[config.mk]
export PLATFORM = sky130hd
export DESIGN_NAME = enc_period_meter
export DESIGN_NICKNAME = d
export VERILOG_FILES = /design/src/rtl/enc_period_meter.sv
export SDC_FILE = /design/constraint.sdc
export NUM_CORES = 1
export LEC_CHECK = 0
export ABC_AREA = 1
export CORE_MARGIN = 8
export CORE_UTILIZATION = 35
export DETAILED_ROUTE_END_ITERATION = 6
export PLACE_DENSITY = 0.57
export SLEW_MARGIN = 15
export SYNTH_ARGS = -nofsm -noshare
export SYNTH_HDL_FRONTEND = slang
export SYNTH_SLANG_ARGS = --single-unit
[constraint.sdc]
create_clock -name clk -period 1.55 [get_ports clk]
set_input_delay 0.31 -clock clk [delete_from_list [all_inputs] [get_ports clk]]
set_output_delay 0.31 -clock clk [all_outputs]
set_load 0.01 [all_outputs]
[src/rtl/enc_period_meter.sv]
// ---------------------------------------------------------------------------
// enc_period_meter
//
// Single-channel encoder period meter. The raw encoder pin is brought into
// the clk domain by a 2-FF synchroniser, cleaned up by a programmable glitch
// filter, and edge-detected. The number of clk cycles between consecutive
// qualifying edges (rising only, or rising and falling) is reported as a
// period with a one-cycle valid strobe. A long gap with no edge saturates
// the interval counter and raises a timeout level.
//
// Ports:
//   clk          in   system clock
//   rst          in   synchronous, active-high reset
//   enc          in   raw asynchronous encoder signal
//   filt_thr     in   filter threshold in clk cycles (0 = one-register bypass)
//   both_edges   in   0: rising edges qualify; 1: rising and falling qualify
//   enc_filt     out  filtered encoder level
//   period       out  last measured interval in clk cycles
//   period_valid out  one-cycle strobe when period updates
//   timeout      out  level; interval counter saturated without an event
//   edge_cnt     out  qualified-event counter, wraps modulo 2^ECNT_W
//
// Latency from pin to enc_filt is 2 + filt_thr + 1 cycles. ev is a
// combinational decode of enc_filt against its registered copy, so it is
// high during the cycle after enc_filt changes; period and period_valid
// follow one cycle later.
// ---------------------------------------------------------------------------
module enc_period_meter #(
  parameter int CNT_W  = 16,
  parameter int FILT_W = 14,
  parameter int ECNT_W = 16
) (
  input  logic              clk,
  input  logic              rst,
  input  logic              enc,
  input  logic [FILT_W-1:0] filt_thr,
  input  logic              both_edges,
  output logic              enc_filt,
  output logic [CNT_W-1:0]  period,
  output logic              period_valid,
  output logic              timeout,
  output logic [ECNT_W-1:0] edge_cnt
);

  typedef enum logic [1:0] {
    IDLE  = 2'd0,  // waiting for the first edge to arm a measurement
    MEAS  = 2'd1,  // counting cycles since the last qualified edge
    STALL = 2'd2   // counter saturated; next edge re-arms without a result
  } state_t;

  localparam logic [CNT_W-1:0] CNT_MAX = '1;
  localparam logic [CNT_W-1:0] CNT_ONE = CNT_W'(1);

  // -------------------------------------------------------------------------
  // Input conditioning: synchroniser, glitch filter, edge detect
  // -------------------------------------------------------------------------
  logic              sync_1;
  logic              sync_2;
  logic [FILT_W-1:0] fc;
  logic              enc_filt_d;
  logic              rise;
  logic              fall;
  logic              ev;

  // NOTE: state registers use non-blocking assignments so every flop samples
  // the pre-edge value of its neighbours, whatever order the statements are in.
  always_ff @(posedge clk) begin
    if (rst) begin
      sync_1     <= 1'b0;
      sync_2     <= 1'b0;
      fc         <= '0;
      enc_filt   <= 1'b0;
      enc_filt_d <= 1'b0;
      edge_cnt   <= '0;
    end else begin
      sync_1 <= enc;
      sync_2 <= sync_1;

      // fc counts consecutive cycles where the synchronised input disagrees
      // with the filtered level; any agreement restarts the count. The new
      // level is accepted once it has been seen for filt_thr+1 cycles. The
      // >= compare means a threshold lowered below the running count accepts
      // at once instead of waiting for fc to wrap.
      if (sync_2 != enc_filt) begin
        if (fc >= filt_thr) begin
          enc_filt <= sync_2;
          fc       <= '0;
        end else begin
          fc <= fc + 1'b1;
        end
      end else begin
        fc <= '0;
      end

      enc_filt_d <= enc_filt;

      // Counts every qualified event regardless of measurement state.
      if (ev) begin
        edge_cnt <= edge_cnt + 1'b1;
      end
    end
  end

  assign rise = enc_filt & ~enc_filt_d;
  assign fall = ~enc_filt & enc_filt_d;
  assign ev   = rise | (both_edges & fall);

  // -------------------------------------------------------------------------
  // Interval measurement FSM
  // -------------------------------------------------------------------------
  state_t            state;
  state_t            state_n;
  logic [CNT_W-1:0]  cnt;
  logic [CNT_W-1:0]  cnt_n;
  logic [CNT_W-1:0]  period_n;
  logic              period_valid_n;
  logic              timeout_n;

  always_ff @(posedge clk) begin
    if (rst) begin
      state        <= IDLE;
      cnt          <= '0;
      period       <= '0;
      period_valid <= 1'b0;
      timeout      <= 1'b0;
    end else begin
      state        <= state_n;
      cnt          <= cnt_n;
      period       <= period_n;
      period_valid <= period_valid_n;
      timeout      <= timeout_n;
    end
  end

  // cnt is 1 in the cycle after an event, so when the next event arrives it
  // holds exactly the number of cycles between the two events.
  // NOTE: every output of this block gets a default before the case, so no
  // path leaves a variable unassigned and no latch is inferred.
  always_comb begin
    state_n        = state;
    cnt_n          = cnt;
    period_n       = period;
    period_valid_n = 1'b0;
    timeout_n      = timeout;

    unique case (state)
      IDLE: begin
        // The first edge only arms the measurement.
        if (ev) begin
          state_n = MEAS;
          cnt_n   = CNT_ONE;
        end
      end

      MEAS: begin
        // An event on the saturation cycle still reports a full-scale
        // period rather than a timeout.
        if (ev) begin
          period_n       = cnt;
          period_valid_n = 1'b1;
          cnt_n          = CNT_ONE;
        end else if (cnt == CNT_MAX) begin
          state_n   = STALL;
          timeout_n = 1'b1;
        end else begin
          cnt_n = cnt + 1'b1;
        end
      end

      STALL: begin
        // The interval that spanned the stall is unknown, so re-arm without
        // a result; cnt stays parked at full scale until then.
        if (ev) begin
          state_n   = MEAS;
          cnt_n     = CNT_ONE;
          timeout_n = 1'b0;
        end
      end

      default: begin
        state_n = IDLE;
      end
    endcase
  end

endmodule

==> results of run 1 <==
[cell type report]
class	instances	share of cell area, %
Clock buffer	12	2.839
Clock inverter	3	0.7312
Inverter	82	5.290
Multi-Input combinational cell	390	44.26
Sequential cell	70	24.65
Tap cell	140	3.011
Timing Repair Buffer	132	19.23
[layer usage]
metal  up-vias  wire [um]
met5         -          0
met4         0        293
met3        21        387
met2        64       5571
met1      1838       4757
li1       2033          -
[layout by cell type (no fill, tap or decap), types with 2 or more instances in the layout]
cell and count:
nand2_1 99, buf_4 73, inv_1 70, nand3_1 48, dlygate4sd2_1 47, dfxtp_1 46
nor2_1 40, a21oi_1 35, nand2_2 25, dfxtp_2 23, ha_4 17, nor2_2 16
nor2_4 15, inv_2 12, nand3_2 12, clkbuf_8 12, xor2_1 10, nand4_1 10
o21ai_0 9, a21oi_2 9, nand2_4 7, nor3_1 7, xnor2_1 7, o21ai_1 5
buf_6 5, clkdlybuf4s50_1 3, nand2_8 2, nand3_4 2, nor3_2 2, o21ai_2 2
or2_2 2, nor3b_1 2, dlymetal6s2s_1 2
[cell usage after synthesis]
library cell    n  area [um2]
xnor2_1         7       61.31
o21ai_1         1       5.000
nor2_4          2       22.52
o21ai_0        15       75.07
a211oi_1        1       7.510
buf_6           2       22.52
nor2_1         66       247.7
nor3_1          9       45.04
nand2_1       124       465.5
a21o_1          1       7.510
and3_1          1       6.260
nor2_2          3       18.77
buf_1           2       7.510
nand4_1        10       62.56
buf_2           5       25.02
a21oi_1        44       220.2
or2_2           2       12.51
inv_1          82       307.8
nand2_4         2       22.52
o211ai_1        1       7.510
clkbuf_1        6       22.52
nand2_2         6       37.54
o21bai_1        1       7.510
xor2_1         10       87.58
nand3b_1        1       7.510
buf_4           1       7.510
and2_1          1       6.260
nand3_1        62       310.3
nor3b_1         2       15.01
dfxtp_1        70        1401
ha_1           17       212.7
[path summary, 6_finish.rpt]
check	endpoint	start	cells after the start	slack [ps]
worst min-delay path	sync_2	sync_1	2	420
worst max register to register	fc[7]	fc[7]	11	-40
worst min register to register	sync_2	sync_1	2	420
worst max-delay path	fc[7]	fc[7]	11	-40
[timing repair]
item / 4_1_cts / 5_1_grt
setup buffers: 7 / 6
setup endpoints to repair: 61 / 33
resized for setup: 126 / 93
pin swaps: 45 / 36
gates cloned: 2 / 0
[registers in the layout, indices dropped and copies added, names as in the netlist]
name,count
timeout,1
fc,14
enc_filt_d,1
sync_1,1
edge_cnt,16
cnt,16
period_valid,1
enc_filt,1
state,2
period,16
sync_2,1
[through the flow]
stage / instances / area [um2] / TNS [ps] / utilization (%) / hold slack, ps
after global placement: 799 / 4890 / -17040 / 45.91 / 413.1
after global routing: 829 / 5818 / -2618 / 54.63 / 456.6
after floorplan: 557 / 3777 / 0 / - / 388.3
after detailed placement: 799 / 4890 / -19150 / 45.91 / 417.6
final: 829 / 5818 / -470.1 / 54.63 / 418.8
after CTS: 823 / 5431 / -904.0 / 51.00 / 429.2
[worst max-delay path: stages, from the launching register on]
cell and delay [ps]:
dfxtp_2 340, ha_4 240, nand2_1 60, nand2_1 60, nand2_2 60, nand2_2 50
nand2_2 80, nand3_2 100, nor2_4 150, nand3_4 120, buf_12 180, nor2_2 70
[kinds of logic after synthesis]
family                   Yosys count
buffers and inverters             98
flip-flops                        70
AND/OR/NAND/NOR                  291
XOR/XNOR                          17
adder cells (fa/ha/maj)           17
AO/OA/AOI/OAI                     64
[where the power goes]
part / switching [uW] / total [uW] / internal, uW
Combinational: 99.8 / 182 / 81.8
Sequential: 1.85 / 1800 / 1800
Clock: 708 / 1570 / 864
Total: 810 / 3550 / 2740
==> reports/qor.yml, run 1 <==
synthSimpleGateAreaFrac_pct: 33.99
pin_count: 53
min_period_over_period_pct: 102.6
busiest_layer: "met2"
die_area_um2: 14340
synth_fp_nets: 592
startpoint_type: "register"
violations: "negative setup slack"
first_pass_iters: 4
fp.dieW_um: 119.7
drt_iter0_markers: 222
cp.arrival_ps: 1880
relSlewSlack_pct: 69.67
power_uw: 3553
setup_viol: 15
critPathKind: "register to register"
grt_max_degree: 40
core_area_um2: 10650
wl_um: 11010
cellLeakagePower_uw: 0.002501
cts_sinks: 70
seq_area_um2: 1434
cp_max_fo: 7
final_antenna_net_count: 0
start_util_pct: 35.36
grt_pass1_wl_um: 18130
synth_compound_area_share_pct: 8.771
cts_hold_buffers: 0
hold_violations: 0
post_drt_wl_per_cell_um: 13.28
drv_cap: 0
use_met2_pct: 26.62
synthMuxAreaShare_pct: 0
synthAdderAreaFrac_pct: 5.648
worstPathRequired_ps: 1840
fmax_mhz: 628.5
outcome: "finished with violations"
cts_max_level: 3
die-height_um: 119.7
clk_path_buf_depth: 2
fin_skew_ps: 7.298
grtUsageTotal_pct: 15.25
syn_area_um2: 3766
grt_setup_unrepaired: "true"
slew_violations: 0
ys_ff_latch: 70
num_vias: 3956
synthCells: 557
antenna_found_initial: 0
met3_usage_pct: 3.570
n_antenna_cell: 0
nNetsFinal: 720
io_buffers: 52
grt_remaining_overflow: 0
gp_congestion: 0.8635
rows: 38
multi_input_area_um2: 2575
cts_inserted_buffers: 9
fin_ws_ps: -40.98
hp-class: "register to register"
via_per_inst: 4.772
synth_cell_types: 31
worstMarginPinSlew_ps: 454.9
hpwlAfterDp_um: 7347
drive_gt1_share_pct: 35.27
power_density_nw_per_um2: 610.7
clk_pin_slew_ps: 80
yosysWarnings: 0
worst_setup_path_end_kind: "register"
ys_seq_area_share_pct: 37.21
grt_pass1_vias: 3996
clk_latency_ps: 360
n_fill_cell: 1010
synth_top_family_by_area: "simple AND/OR/NAND/NOR gates"
cts_tree: "yes"
clock-root-buffer: "clkbuf_8"
grt_use_met1_pct: 17.35
irDropWorstVdd_mv: 0.3275
synth_xor_area_share_pct: 3.953
drc: 0
syn_to_final_growth_pct: 54.49
final.min_clock_period_ps: 1591
synth_area_per_cell_um2: 6.761
pre_cts_slack_ps: -629.1
Note: power is estimated with default switching activity, not from simulation.
==> run 2, diff against run 1 <==
--- a/config.mk
+++ b/config.mk
@@ -9,6 +9,7 @@
 export CORE_MARGIN = 8
 export CORE_UTILIZATION = 35
 export DETAILED_ROUTE_END_ITERATION = 6
+export HOLD_SLACK_MARGIN = 0.12
 export PLACE_DENSITY = 0.57
 export SLEW_MARGIN = 15
 export SYNTH_ARGS = -nofsm -noshare
==> results of run 2 <==
The final DEF is identical to that of run 1; final timing and power are the same.
